**src/rtl/des_reg_slice_if.sv**
```systemverilog
// Valid/ready word stream used on both sides of des_reg_slice.
// A beat transfers on a rising edge where valid & ready are both high; data is
// held stable by the master while valid is high and ready is low.
interface des_reg_slice_if #(
  parameter int WIDTH = 64
);
  logic             valid;
  logic             ready;
  logic [WIDTH-1:0] data;

  modport master (output valid, output data, input ready);
  modport slave  (input valid, input data, output ready);
endinterface

```
**src/rtl/des_reg_slice.sv**
```systemverilog
// Fully registered two-entry skid slice for the TDES datapath, with sync flush.
// Optional per-byte DES odd-parity tagging when DES_REG_SLICE_PARITY_EN is defined.
module des_reg_slice #(
  parameter int WIDTH = 64
) (
  input  logic                  clk,
  input  logic                  reset,
  input  logic                  flush,
  des_reg_slice_if.slave        s,
  des_reg_slice_if.master       m,
`ifdef DES_REG_SLICE_PARITY_EN
  output logic                  m_par_err,
`endif
  output logic [1:0]            level
);

  typedef enum logic [1:0] {
    EMPTY = 2'd0,
    ONE   = 2'd1,
    TWO   = 2'd2
  } state_t;

  state_t           state_q, state_d;
  logic             s_ready_q, m_valid_q;
  logic [WIDTH-1:0] main_q, skid_q;
  logic             accept, emit;
  logic             ld_main_in, ld_skid, ld_main_skid;

  assign accept  = s.valid & s_ready_q;
  assign emit    = m_valid_q & m.ready;
  assign s.ready = s_ready_q;
  assign m.valid = m_valid_q;
  assign m.data  = main_q;
  assign level   = state_q;

  always_comb begin
    state_d      = state_q;
    ld_main_in   = 1'b0;
    ld_skid      = 1'b0;
    ld_main_skid = 1'b0;
    case (state_q)
      EMPTY: begin
        if (accept) begin
          ld_main_in = 1'b1;
          state_d    = ONE;
        end
      end
      ONE: begin
        if (accept && emit) begin
          ld_main_in = 1'b1;
        end else if (accept) begin
          ld_skid = 1'b1;
          state_d = TWO;
        end else if (emit) begin
          state_d = EMPTY;
        end
      end
      TWO: begin
        if (emit) begin
          ld_main_skid = 1'b1;
          state_d      = ONE;
        end
      end
      default: state_d = EMPTY;
    endcase
  end

  // Handshake flags are re-derived from the next state so they stay pure flops.
  always_ff @(posedge clk or posedge reset) begin
    if (reset) begin
      state_q   <= EMPTY;
      s_ready_q <= 1'b1;
      m_valid_q <= 1'b0;
      main_q    <= '0;
      skid_q    <= '0;
    end else if (flush) begin
      state_q   <= EMPTY;
      s_ready_q <= 1'b1;
      m_valid_q <= 1'b0;
      main_q    <= '0;
      skid_q    <= '0;
    end else begin
      state_q   <= state_d;
      s_ready_q <= (state_d != TWO);
      m_valid_q <= (state_d != EMPTY);
      if (ld_main_in)        main_q <= s.data;
      else if (ld_main_skid) main_q <= skid_q;
      if (ld_skid)           skid_q <= s.data;
    end
  end

`ifdef DES_REG_SLICE_PARITY_EN
  if (WIDTH % 8 != 0) begin : g_width_check
    $error("des_reg_slice: WIDTH must be a multiple of 8 with parity checking");
  end

  // A DES key byte is valid only with an odd number of ones.
  function automatic logic par_violation(input logic [WIDTH-1:0] d);
    logic bad;
    bad = 1'b0;
    for (int i = 0; i < WIDTH / 8; i++) begin
      bad = bad | ~(^d[8*i +: 8]);
    end
    return bad;
  endfunction

  logic main_tag_q, skid_tag_q, in_tag;
  assign in_tag    = par_violation(s.data);
  assign m_par_err = main_tag_q & m_valid_q;

  always_ff @(posedge clk or posedge reset) begin
    if (reset) begin
      main_tag_q <= 1'b0;
      skid_tag_q <= 1'b0;
    end else if (flush) begin
      main_tag_q <= 1'b0;
      skid_tag_q <= 1'b0;
    end else begin
      if (ld_main_in)        main_tag_q <= in_tag;
      else if (ld_main_skid) main_tag_q <= skid_tag_q;
      if (ld_skid)           skid_tag_q <= in_tag;
    end
  end
`endif

endmodule

```
**src/flat_wrapper.sv**
```systemverilog
// flat-port wrapper written by rule: the top's interface ports become plain ports
module des_reg_slice_flat 
#(
  parameter int WIDTH = 64
)
  (clk, reset, flush, level, s_valid, s_data, s_ready, m_valid, m_data, m_ready);
  des_reg_slice_if #(.WIDTH(WIDTH)) s_i ();
  des_reg_slice_if #(.WIDTH(WIDTH)) m_i ();
  input  logic clk;
  input  logic reset;
  input  logic flush;
  output logic [1:0] level;
  input wire logic [$bits(s_i.valid)-1:0] s_valid;
  input wire logic [$bits(s_i.data)-1:0] s_data;
  output wire logic [$bits(s_i.ready)-1:0] s_ready;
  output wire logic [$bits(m_i.valid)-1:0] m_valid;
  output wire logic [$bits(m_i.data)-1:0] m_data;
  input wire logic [$bits(m_i.ready)-1:0] m_ready;
  assign s_i.valid = s_valid;
  assign s_i.data = s_data;
  assign s_ready = s_i.ready;
  assign m_valid = m_i.valid;
  assign m_data = m_i.data;
  assign m_i.ready = m_ready;
  des_reg_slice #(.WIDTH(WIDTH)) u_core (.clk(clk), .reset(reset), .flush(flush), .s(s_i), .m(m_i), .level(level));
endmodule
```
**config.mk**
```make
export PLATFORM = sky130hd
export DESIGN_NAME = des_reg_slice_flat
export DESIGN_NICKNAME = d
export VERILOG_FILES = /design/src/rtl/des_reg_slice_if.sv /design/src/rtl/des_reg_slice.sv /design/src/flat_wrapper.sv
export SDC_FILE = /design/constraint.sdc
export NUM_CORES = 1
export LEC_CHECK = 0
export ABC_AREA = 1
export BUFFER_PORTS_ARGS = -buffer_cell sky130_fd_sc_hd__buf_2
export CAP_MARGIN = 10
export CORE_ASPECT_RATIO = 1.4
export CORE_MARGIN = 4
export CORE_UTILIZATION = 49
export DETAILED_ROUTE_END_ITERATION = 10
export HOLD_SLACK_MARGIN = 0.05
export PLACE_DENSITY = 0.76
export SYNTH_ARGS = -nofsm -noshare
export SYNTH_HDL_FRONTEND = slang
export SYNTH_SLANG_ARGS = --single-unit
```
**constraint.sdc**
```tcl
create_clock -name clk -period 3.58 [get_ports clk]
set_clock_uncertainty 0.2 [all_clocks]
set_input_delay 0.179 -clock clk [delete_from_list [all_inputs] [get_ports clk]]
set_output_delay 0.179 -clock clk [all_outputs]
set_load 0.005 [all_outputs]
```
==> summary.md, run 1 <==
| Metric | Value |
|---|---|
| Area Overhead vs Synth | 32.4% |
| FILL cells | 1,026 |
| Core footprint | 12,400 µm² |
| Tot Pwr | 4060 µW |
| Post-synthesis sequential area ratio | 0.533 |
| EDFF count, synth | 0 |
| Critical path type | flop to flop |
| XOR/XNOR share of the synthesized area | 0 |
| Post-CTS Setup Bufs | 0 |
| DRC | 0 |
| CTS Root Cell | clkbuf_16 |
| Post-synthesis mux area share | 0 |
| Final Max Slew Viols | 0 |
| Worst setup path start | u_core.s.ready |
| ANT nets after route | 0 |
| Post-synth top cells | 396 x nand2_1, 131 x dfrtp_1, 130 x nand3_1 |
| Synth Area in Compound Gates | 0.00222 |
| CTS max path bufs | 2 |
| Syn Area/Cell | 7.73 µm² |
| N_diodes | 0 |
| Crit-path max FO | 45 |
| Area of the multi-input gates | 2610 µm² |
| Max Freq | 377 MHz |
| Final Non-Filler Cells | 1,131 |
| Share of synthesized flip-flops with an asynchronous set or reset | 1.00 |
| P_leak | 0.00475 µW |
| Die Width | 103 µm |
| Yosys warns | 0 |
| Fin worst setup slack | 930 ps |
| Worst reg2reg endpoint | u_core.skid_q[30] |
| I/O Buffers | 136 |
| Total GRT Usage | 0.247 |
| Critical Path AT | 2790 ps |
| Required time worst endpoint | 3720 ps |
| Simple logic cell fraction of the synthesized area | 0.413 |
| CTS tree | done |
| Status | completed |
| Via density | 5.40 |
| FF+latch count, synth | between 100 and 150 |
| Top-count cell post-synth | nand2_1 |
| Initial core utilization | 0.501 |
| CP endpoint kind | flop |
| Die area | 14,500 µm² |
| H-tree level count | 4 |
| Seq. cell area | approximately 3300 µm² |
| Max cap viols | 0 |
| R2R depth | 9 |
| Vias in the first global route | 5,997 |
| Peak VDD IR | about 0.3 mV |
| Hold depth | 6 |
| Post-Route WL | roughly 17,000 µm |
| Initial DRC count | 430 |
| IO Count | roughly 140 |
| Latest clock arrival within the worst-skew pair | 410 ps |
| Ys flop type | dfrtp_1 |
| Cell Area, Synth | between 6000 and 7000 µm² |
| Post-route setup TNS | 0 ps |
| Final hold slack | 102 ps |
| Worst Max-Slew Pin Slew | 997 ps |
| Largest family of logic cells by synthesized area | simple AND/OR/NAND/NOR gates |
| HP Class | input port to flop |
| Critical Path Sink | u_core.skid_q[30] |
| Final Setup Violations | 0 |
| Fin crit period | 2650 ps |
| CP Launch Type | flop |
| Largest net degree at the start of global routing | 133 |
| First-pass GRT wire length | 28,900 µm |
| Routed WL per cell | 15.3 µm |
| Drt pass-1 iters | 5 |
| Initial antenna violation count | 0 |
| Nets | 1,037 |
| Die height | 141 µm |
| Pwr dens | 495 nW/µm² |
| Fraction of the mapped netlist area in adder cells | 0 |
| Slew margin rel. | 0.335 |
| RSZ-0062 raised after global routing | false |
| Final Cycle Share | 0.740 |
| Row cnt | 48 |
| Clock-pin slew on the worst setup and hold paths | ~60 ps |
| Flop2flop setup slack | between 900 and 1000 ps |
| Cell count after synthesis | 802 |
| Routability Congestion | 0.775 |
| Dpl ws | 987 ps |
| CTS Buf Count | 17 |
| Hpwl dp | 9500 µm |
| Synth top area cells | dfrtp_1 53%, nand2_1 24%, nand3_1 10% |
| Cell taking the most area after synthesis | dfrtp_1 |
| Via count | 6,102 |
| Post-synth top area share | 0.529 |
| Global route overflow | 0 |
| Share of layout cells above drive strength 1 | 0.194 |
| Resize count post-CTS | 0 |
| Syn nets | 871 |
| Fin. Hold Viols | 0 |
| Clk sink count | 132 |
| Library cells used by synthesis | 14 |
| RR Startpoint | u_core.s.ready |
| Cells after DPL | just over 1k |
## metrics by stage
stage	instance area, µm²	util
detailed placement	6930	0.560
CTS	8200	0.663
global placement	6930	0.560
floorplan	6200	-
global route	8200	0.663
finish	8200	0.663
## placed cells by master (no fill, tap or decap)
master	count
clkinv_2	1
inv_2	1
buf_2	136
nand4_1	65
bufinv_16	3
clkbuf_1	3
nor2_4	2
dlygate4sd3_1	65
nand2_1	393
clkinv_4	1
nand3_1	129
inv_1	3
nor2_1	1
dfstp_2	1
buf_12	1
clkbuf_16	17
o21ai_0	1
clkbuf_8	5
nand2_4	1
buf_4	13
nand2_2	2
inv_4	1
a21oi_4	1
dfrtp_1	131
nand3_2	1
clkinvlp_4	3
## worst max-delay path, stage by stage (launching register included)
cell	delay, ps
dfstp_2	520
nand2_1	110
nor2_4	140
buf_4	460
nand3_2	120
buf_4	310
nor2_4	140
buf_4	360
nand2_1	110
nand2_1	70
## registers in the layout, summed over array words and instances (netlist names)
signal	flops
u_core.m.data	64
u_core.level	2
u_core.s.ready	1
u_core.skid_q	64
u_core.m.valid	1
## cell families (layout without fill, tap and decap cells)
kind of cell           after synthesis  in the layout
AND/OR/NAND/NOR                    594            594
flip-flops                         132            132
buffers and inverters               74            253
AO/OA/AOI/OAI                        2              2
## worst min path at each step
stage / from / end / slack [ps]
5_1_grt: s_valid / u_core.level[0] / 130
4_1_cts: s_valid / u_core.level[0] / 80
2_1_floorplan: s_data[0] / u_core.skid_q[0] / 90
6_report: s_valid / u_core.level[0] / 100
3_5_place_dp: s_data[15] / u_core.skid_q[15] / 190
3_3_place_gp: s_data[15] / u_core.skid_q[15] / 190
## layout make-up
type / count / share of cell area
Clock buffer: 25 / 0.0616
Clock inverter: 7 / 0.0145
Inverter: 6 / 0.00351
Multi-Input combinational cell: 596 / 0.318
Sequential cell: 132 / 0.403
Tap cell: 150 / 0.0229
Timing Repair Buffer: 215 / 0.177
## metal layers
layer / track usage / wire (µm)
met5: 0 / 0
met3: 0.0416 / 987
met4: 0.106 / 538
met2: 0.409 / 8690
met1: 0.317 / 7070
## where the power goes
| group | internal [µW] | switching, µW |
|---|---|---|
| clock network | 1190 | 613 |
| registers | 1580 | 52.5 |
| logic | 222 | 398 |
## what timing repair did
item / in CTS / in global routing
endpoints found under the hold margin: 259 / 0
setup endpoints to repair: 0 / 0
hold buffers: 65 / 0
(Power assumes the default switching activity.)
==> run 2, diff against run 1 <==
Clock period 3.58 ns to 2.15 ns, I/O delays scaled along.
==> run 2 against run 1 <==
Power is 61% higher. Utilization is 1.0 points higher. Clock power is 50% higher. Critical path depth is 2 lower. Worst setup slack worse by 720 ps. Die area stayed put. Global-route usage is 0.29 points higher. First-iteration DRC count is 6.7% lower. Sequential power is 66% higher. Worst hold slack worse by 30 ps. Routed wire length is 1.3% higher. Via count is 0.69% higher. Largest cell class unchanged.
==> summary.md, run 2 (synthesized netlist as in run 1, its figures left out) <==
| Metric | Value |
|---|---|
| Die Width | 103 µm (unchanged) |
| Min-delay src | flush |
| Max Freq | 516 MHz (+37%) |
| Hold endpoint | u_core.m.data[30] |
| Required time worst endpoint | 2240 ps (-1480 ps) |
| Latest clock arrival within the worst-skew pair | 410 ps (about the same) |
| P_leak | 0.00480 µW (+0.88%) |
| Critical Path Max Stage Delay | 520 ps (about the same) |
| Die area | 14,500 µm² (unchanged) |
| Crit-path cells | nand2_1 > nor2_4 > buf_4 > nand3_2 > buf_4 > nand3_1 > nand2_1 |
| Largest net degree at the start of global routing | 66 (-50%) |
| Final Max Slew Viols | 0 (unchanged) |
| Routed WL per cell | 15.3 µm (+0.28%) |
| Nets | 1,048 (+1.1%) |
| I/O Buffers | 136 (unchanged) |
| CTS Buf Count | 17 (unchanged) |
| Final Cycle Share | 0.901 (+0.161) |
| Slew margin rel. | 0.504 (+0.169) |
| RR Startpoint | u_core.s.ready |
| HP Class | input port to flop |
| Hold_buf cts | 67 (+3.1%) |
| Peak VDD IR | 0.590 mV (+97%) |
| Worst reg2reg endpoint | u_core.skid_q[42] |
| Critical path type | flop to flop |
| Hpwl dp | 10,500 µm (+11%) |
| Worst Max-Slew Pin Slew | 744 ps (-253 ps) |
| N_diodes | 0 (unchanged) |
| Worst setup path start | u_core.s.ready |
| CP Launch Type | flop |
| Global route overflow | 0 (unchanged) |
| Clock-pin slew on the worst setup and hold paths | 60 ps (about the same) |
| CP endpoint kind | flop |
| Post-Route WL | 17,500 µm (+1.3%) |
| DRC | 0 (unchanged) |
| Max cap viols | 0 (unchanged) |
| Fin worst setup slack | 213 ps (-717 ps) |
| Flop2flop setup slack | 210 ps (-720 ps) |
| Critical Path AT | 2030 ps (-760 ps) |
| Via density | 5.38 (-0.28%) |
| Initial antenna violation count | 0 (unchanged) |
| Pwr dens | 782 nW/µm² (+58%) |
| Fin crit period | 1940 ps (-713 ps) |
| Core footprint | 12,400 µm² (unchanged) |
| Row cnt | 48 (unchanged) |
| Most common cell after layout, fill and taps aside | nand2_1 |
| Post-route setup TNS | 0 ps (unchanged) |
| Share of layout cells above drive strength 1 | 0.203 (+0.00894) |
| CTS Root Cell | clkbuf_16 |
| Via count | 6,144 (+0.69%) |
| Initial core utilization | 0.501 (unchanged) |
| Die height | 141 µm (unchanged) |
| Total GRT Usage | 0.250 (+0.00291) |
| Vias in the first global route | 6,031 (+0.57%) |
| First-pass GRT wire length | 29,000 µm (+0.55%) |
| Crit-path max FO | 32 (-29%) |
| Clk sink count | 132 (unchanged) |
| H-tree level count | 4 (unchanged) |
| Drt pass-1 iters | 6 (+1) |
| R2R depth | 7 (-2) |
| Initial DRC count | 401 (-6.7%) |
| Status | completed |
| Resize count post-CTS | 0 (unchanged) |
| CTS max path bufs | 2 (unchanged) |
| RSZ-0062 raised after global routing | false |
| Final Setup Violations | 0 (unchanged) |
| Slowest-stage cell, CP | dfstp_2 |
| Post-CTS Setup Bufs | 0 (unchanged) |
| Routability Congestion | 0.848 (+9.3%) |
| ANT nets after route | 0 (unchanged) |
| Most frequent cells in the layout | 393 x nand2_1, 136 x buf_2, 131 x dfrtp_1, 129 x nand3_1, 67 x dlygate4sd3_1 |
| Hold depth | 5 (-1) |
| Area Overhead vs Synth | 34.4% |
| IO Count | 137 (unchanged) |
| Dpl ws | 243 ps (-743 ps) |
| CTS tree | done |
| Fin. Hold Viols | 0 (unchanged) |
run 2: cell types whose count changed in the layout (fill, tap and decap cells not counted):
| cell | delta |
|---|---|
| buf_12 | +8 |
| clkbuf_8 | -3 |
| bufinv_16 | -2 |
| clkinv_2 | +2 |
| clkbuf_1 | -2 |
| dlygate4sd3_1 | +2 |
| clkinvlp_4 | +4 |
| clkinv_4 | +1 |
| buf_4 | +1 |
run 2: per-stage QoR:
step                 util  instances  instance area [µm²]  hold WS (ps)  power [µW]
floorplan               -        802                 6200          17.1        3360
global route        0.673       1142                 8330          79.6        6820
finish              0.673       1142                 8330          71.5        6520
global placement    0.574       1043                 7100         -29.9        3750
CTS                 0.673       1142                 8330          57.8        6560
detailed placement  0.574       1043                 7100         -38.5        3760
run 2: worst max path at each step:
stage	end	slack [ps]	cells past startpoint
after floorplan	u_core.level[0]	210	1
after global placement	u_core.skid_q[13]	270	8
after detailed placement	u_core.m.data[13]	240	7
after CTS	u_core.skid_q[42]	220	7
after global routing	u_core.skid_q[45]	50	8
final	u_core.skid_q[42]	210	7
run 2: layout make-up:
cell class / instances / area [µm²]
fillers: 1031 / 4040
flip-flops and latches: 132 / 3300
multi-input cells: 596 / 2610
repair buffers: 226 / 1640
clock buffers: 20 / 457
well taps: 150 / 188
clock inverters: 12 / 108
inverters: 6 / 28.8
run 2: routing by layer:
layer,track usage,routed length [µm]
met1,0.320,7090
met2,0.406,8700
met3,0.0510,1050
met4,0.112,657
met5,0,0
run 2: worst max-delay path, delay by kind of cell, from the launching register on:
kind          cells  cell delay [ps]
flops             1              520
buf+inv           2              480
simple gates      5              600
run 2: where the power goes:
part           internal (µW)  switching (µW)
Sequential              2630            88.4
Clock                   1640            1050
Combinational            421             675
Total                   4700            1820
==> run 3, diff against run 2 <==
Settings changed: SETUP_SLACK_MARGIN from default to 0.4.
==> run 3 against run 2 <==
Sequential share of layout area decreased by 5.0 points. Non-clock buffer count increased by 35. Die area unchanged. Global-route usage increased by 4.2 points. Critical path depth increased by 3. Routed wire length increased by 30%. Cell count increased by 3.2%. Clock power increased by 1%. Utilization increased by 9.7 points. Count of clock-buffer cells in the layout unchanged. Maximum frequency increased by 1.0%. Largest cell class unchanged.
==> summary.md, run 3 (synthesized netlist as in run 1, its figures left out) <==
| Metric | Value |
|---|---|
| Status | completed |
| CTS tree | done |
| Core footprint | 12,400 µm² (unchanged) |
| I/O Buffers | 136 (unchanged) |
| First-pass GRT wire length | 33,100 µm (+14%) |
| Pwr dens | 737 nW/µm² (-5.8%) |
| Die area | 14,500 µm² (unchanged) |
| Initial antenna violation count | 0 (unchanged) |
| Peak VDD IR | 0.614 mV (+4.1%) |
| Die Width | 103 µm (unchanged) |
| Critical Path AT | 2010 ps (-20 ps) |
| DRC | 0 (unchanged) |
| Routed WL per cell | 19.3 µm (+26%) |
| Global route overflow | 0 (unchanged) |
| CP delay by family, top | simple AND/OR/NAND/NOR gates |
| Largest net degree at the start of global routing | 66 (unchanged) |
| H-tree level count | 4 (unchanged) |
| IO Count | 137 (unchanged) |
| Fin crit period | 1920 ps (-19.3 ps) |
| Crit-path cells | nand2_4 > nor2_4 > buf_12 > nand2_8 > buf_12 > buf_4 > nand2_1 > nand2_1 > nand2_2 > nand2_1 |
| CTS max path bufs | 2 (unchanged) |
| Worst path bufs/invs | 3 (+1) |
| Total GRT Usage | 0.292 (+0.0419) |
| Final Cycle Share | 0.892 (-0.00898) |
| Slowest-stage cell, CP | dfstp_2 |
| Fin. Hold Viols | 0 (unchanged) |
| Cells after DPL | 1,043 (unchanged) |
| Most used cell, CP | nand2_1 |
| Die height | 141 µm (unchanged) |
| Sequential share of power | 0.389 (-0.029) |
| Via density | 5.88 (+9.2%) |
| Clk sink count | 132 (unchanged) |
| Max cap viols | 0 (unchanged) |
| Share of layout cells above drive strength 1 | 0.346 (+0.144) |
| RSZ-0062 raised after global routing | true |
| Vias in the first global route | 6,624 (+9.8%) |
| Tot Pwr | 7030 µW (+7.8%) |
| HP Class | input port to async pin |
| Crit-path max FO | 8 (-75%) |
| Final Setup Violations | 0 (unchanged) |
| Most common cell after layout, fill and taps aside | nand2_1 |
| Critical Path Max Stage Delay | 550 ps (+30 ps) |
| Initial core utilization | 0.501 (unchanged) |
| Required time worst endpoint | 2240 ps (about the same) |
| Switching share of power | 0.298 (+0.0191) |
| CP endpoint kind | flop |
| Area Overhead vs Synth | 53.9% |
| Hpwl dp | 10,500 µm (unchanged) |
| Final Max Slew Viols | 0 (unchanged) |
| Drt pass-1 iters | 5 (-1) |
| Logic pwr share | 0.221 (+0.053) |
| Initial DRC count | 759 (+89%) |
| Most frequent cells in the layout | 275 x nand2_1, 136 x buf_2, 131 x dfrtp_1, 128 x nand3_1, 81 x nand2_2 |
| Total net switching power | 2090 µW (+15%) |
| Critical path type | flop to flop |
| Row cnt | 48 (unchanged) |
| Max Freq | 521 MHz (+1.0%) |
| Post-route setup TNS | 0 ps (unchanged) |
| Int Pwr | 4930 µW (+5.0%) |
| Clock-pin slew on the worst setup and hold paths | 60 ps (about the same) |
| Worst Max-Slew Pin Slew | 501 ps (-243 ps) |
| Post-Route WL | 22,700 µm (+30%) |
| Slew margin rel. | 0.665 (+0.161) |
| Clock share of power | 0.390 (-0.024) |
| ANT nets after route | 0 (unchanged) |
| Routability Congestion | 0.848 (unchanged) |
| Final Non-Filler Cells | 1,179 (+3.2%) |
| CTS Root Cell | clkbuf_16 |
| Nets | 1,084 (+3.4%) |
| CP Launch Type | flop |
| CTS Buf Count | 17 (unchanged) |
| Via count | 6,929 (+13%) |
| P_leak | 0.00549 µW (+14%) |
| Latest clock arrival within the worst-skew pair | 420 ps (about the same) |
-- run 3: cell types whose count changed in the layout (fill, tap and decap cells not counted), sizes merged --
cell | previous run | this run
buf | 159 | 189
bufbuf | 0 | 1
clkbuf | 20 | 24
diode | 0 | 1
nand2 | 396 | 397
-- run 3: layer usage --
metal	vias up	wire, µm	global-route usage
met5	-	0	0
met4	0	1180	0.136
met3	138	2130	0.0614
met2	462	11200	0.481
met1	3252	8150	0.363
li1	3077	-	-
-- run 3: timing repair --
item	CTS	global route
hold buffers	66	1
gates resized for setup	49	143
cloned	12	4
buffers inserted	18	2
pin swaps	4	8
hold endpoints to repair	261	1
setup endpoints to repair	130	130
-- run 3: worst paths after layout --
check / from / to / slack (ps) / cells after the start
worst max register to register: u_core.s.ready / u_core.m.data[29] / 230 / 10
worst max-delay path: u_core.s.ready / u_core.m.data[29] / 230 / 10
worst min-delay path: reset / u_core.m.data[30] / 70 / 3
max in group asynchronous: reset / u_core.m.data[2] / 990 / 4
min in group clk: flush / u_core.s.ready / 90 / 3
worst min register to register: u_core.skid_q[2] / u_core.skid_q[2] / 300 / 2
-- run 3: through the flow --
step           setup WS, ps  instance area (µm²)   util  hold slack (ps)
2_1_floorplan           206                 6200      -             17.1
3_3_place_gp            270                 7100  0.574            -29.9
3_5_place_dp            243                 7100  0.574            -38.5
4_1_cts                 284                 8940  0.723             74.8
5_1_grt                 163                 9530  0.771             95.3
6_report                232                 9540  0.771             69.7
-- run 3: power groups by stage --
| stage | registers [µW] | clock network [µW] | logic, µW |
|---|---|---|---|
| 2_1_floorplan | 2760 | 0 | 599 |
| 3_3_place_gp | 2760 | 0 | 988 |
| 3_5_place_dp | 2760 | 0 | 995 |
| 4_1_cts | 2720 | 2750 | 1360 |
| 5_1_grt | 2750 | 2870 | 1660 |
| 6_report | 2740 | 2740 | 1550 |
-- run 3: cell type report --
type	instances	area, µm²
sequential	132	3300
tap	150	188
inverter	6	28.8
timing repair buffer	261	2320
fill	761	2840
clock inverter	12	108
antenna	1	2.50
multi-input combinational	597	3130
clock buffer	20	457
-- run 3: worst reg2reg max path, cell delays in order (launching register included) --
cell,delay [ps]
dfstp_2,550
nand2_4,70
nor2_4,130
buf_12,130
nand2_8,70
buf_12,130
buf_4,160
nand2_1,60
nand2_1,90
nand2_2,110
nand2_1,70
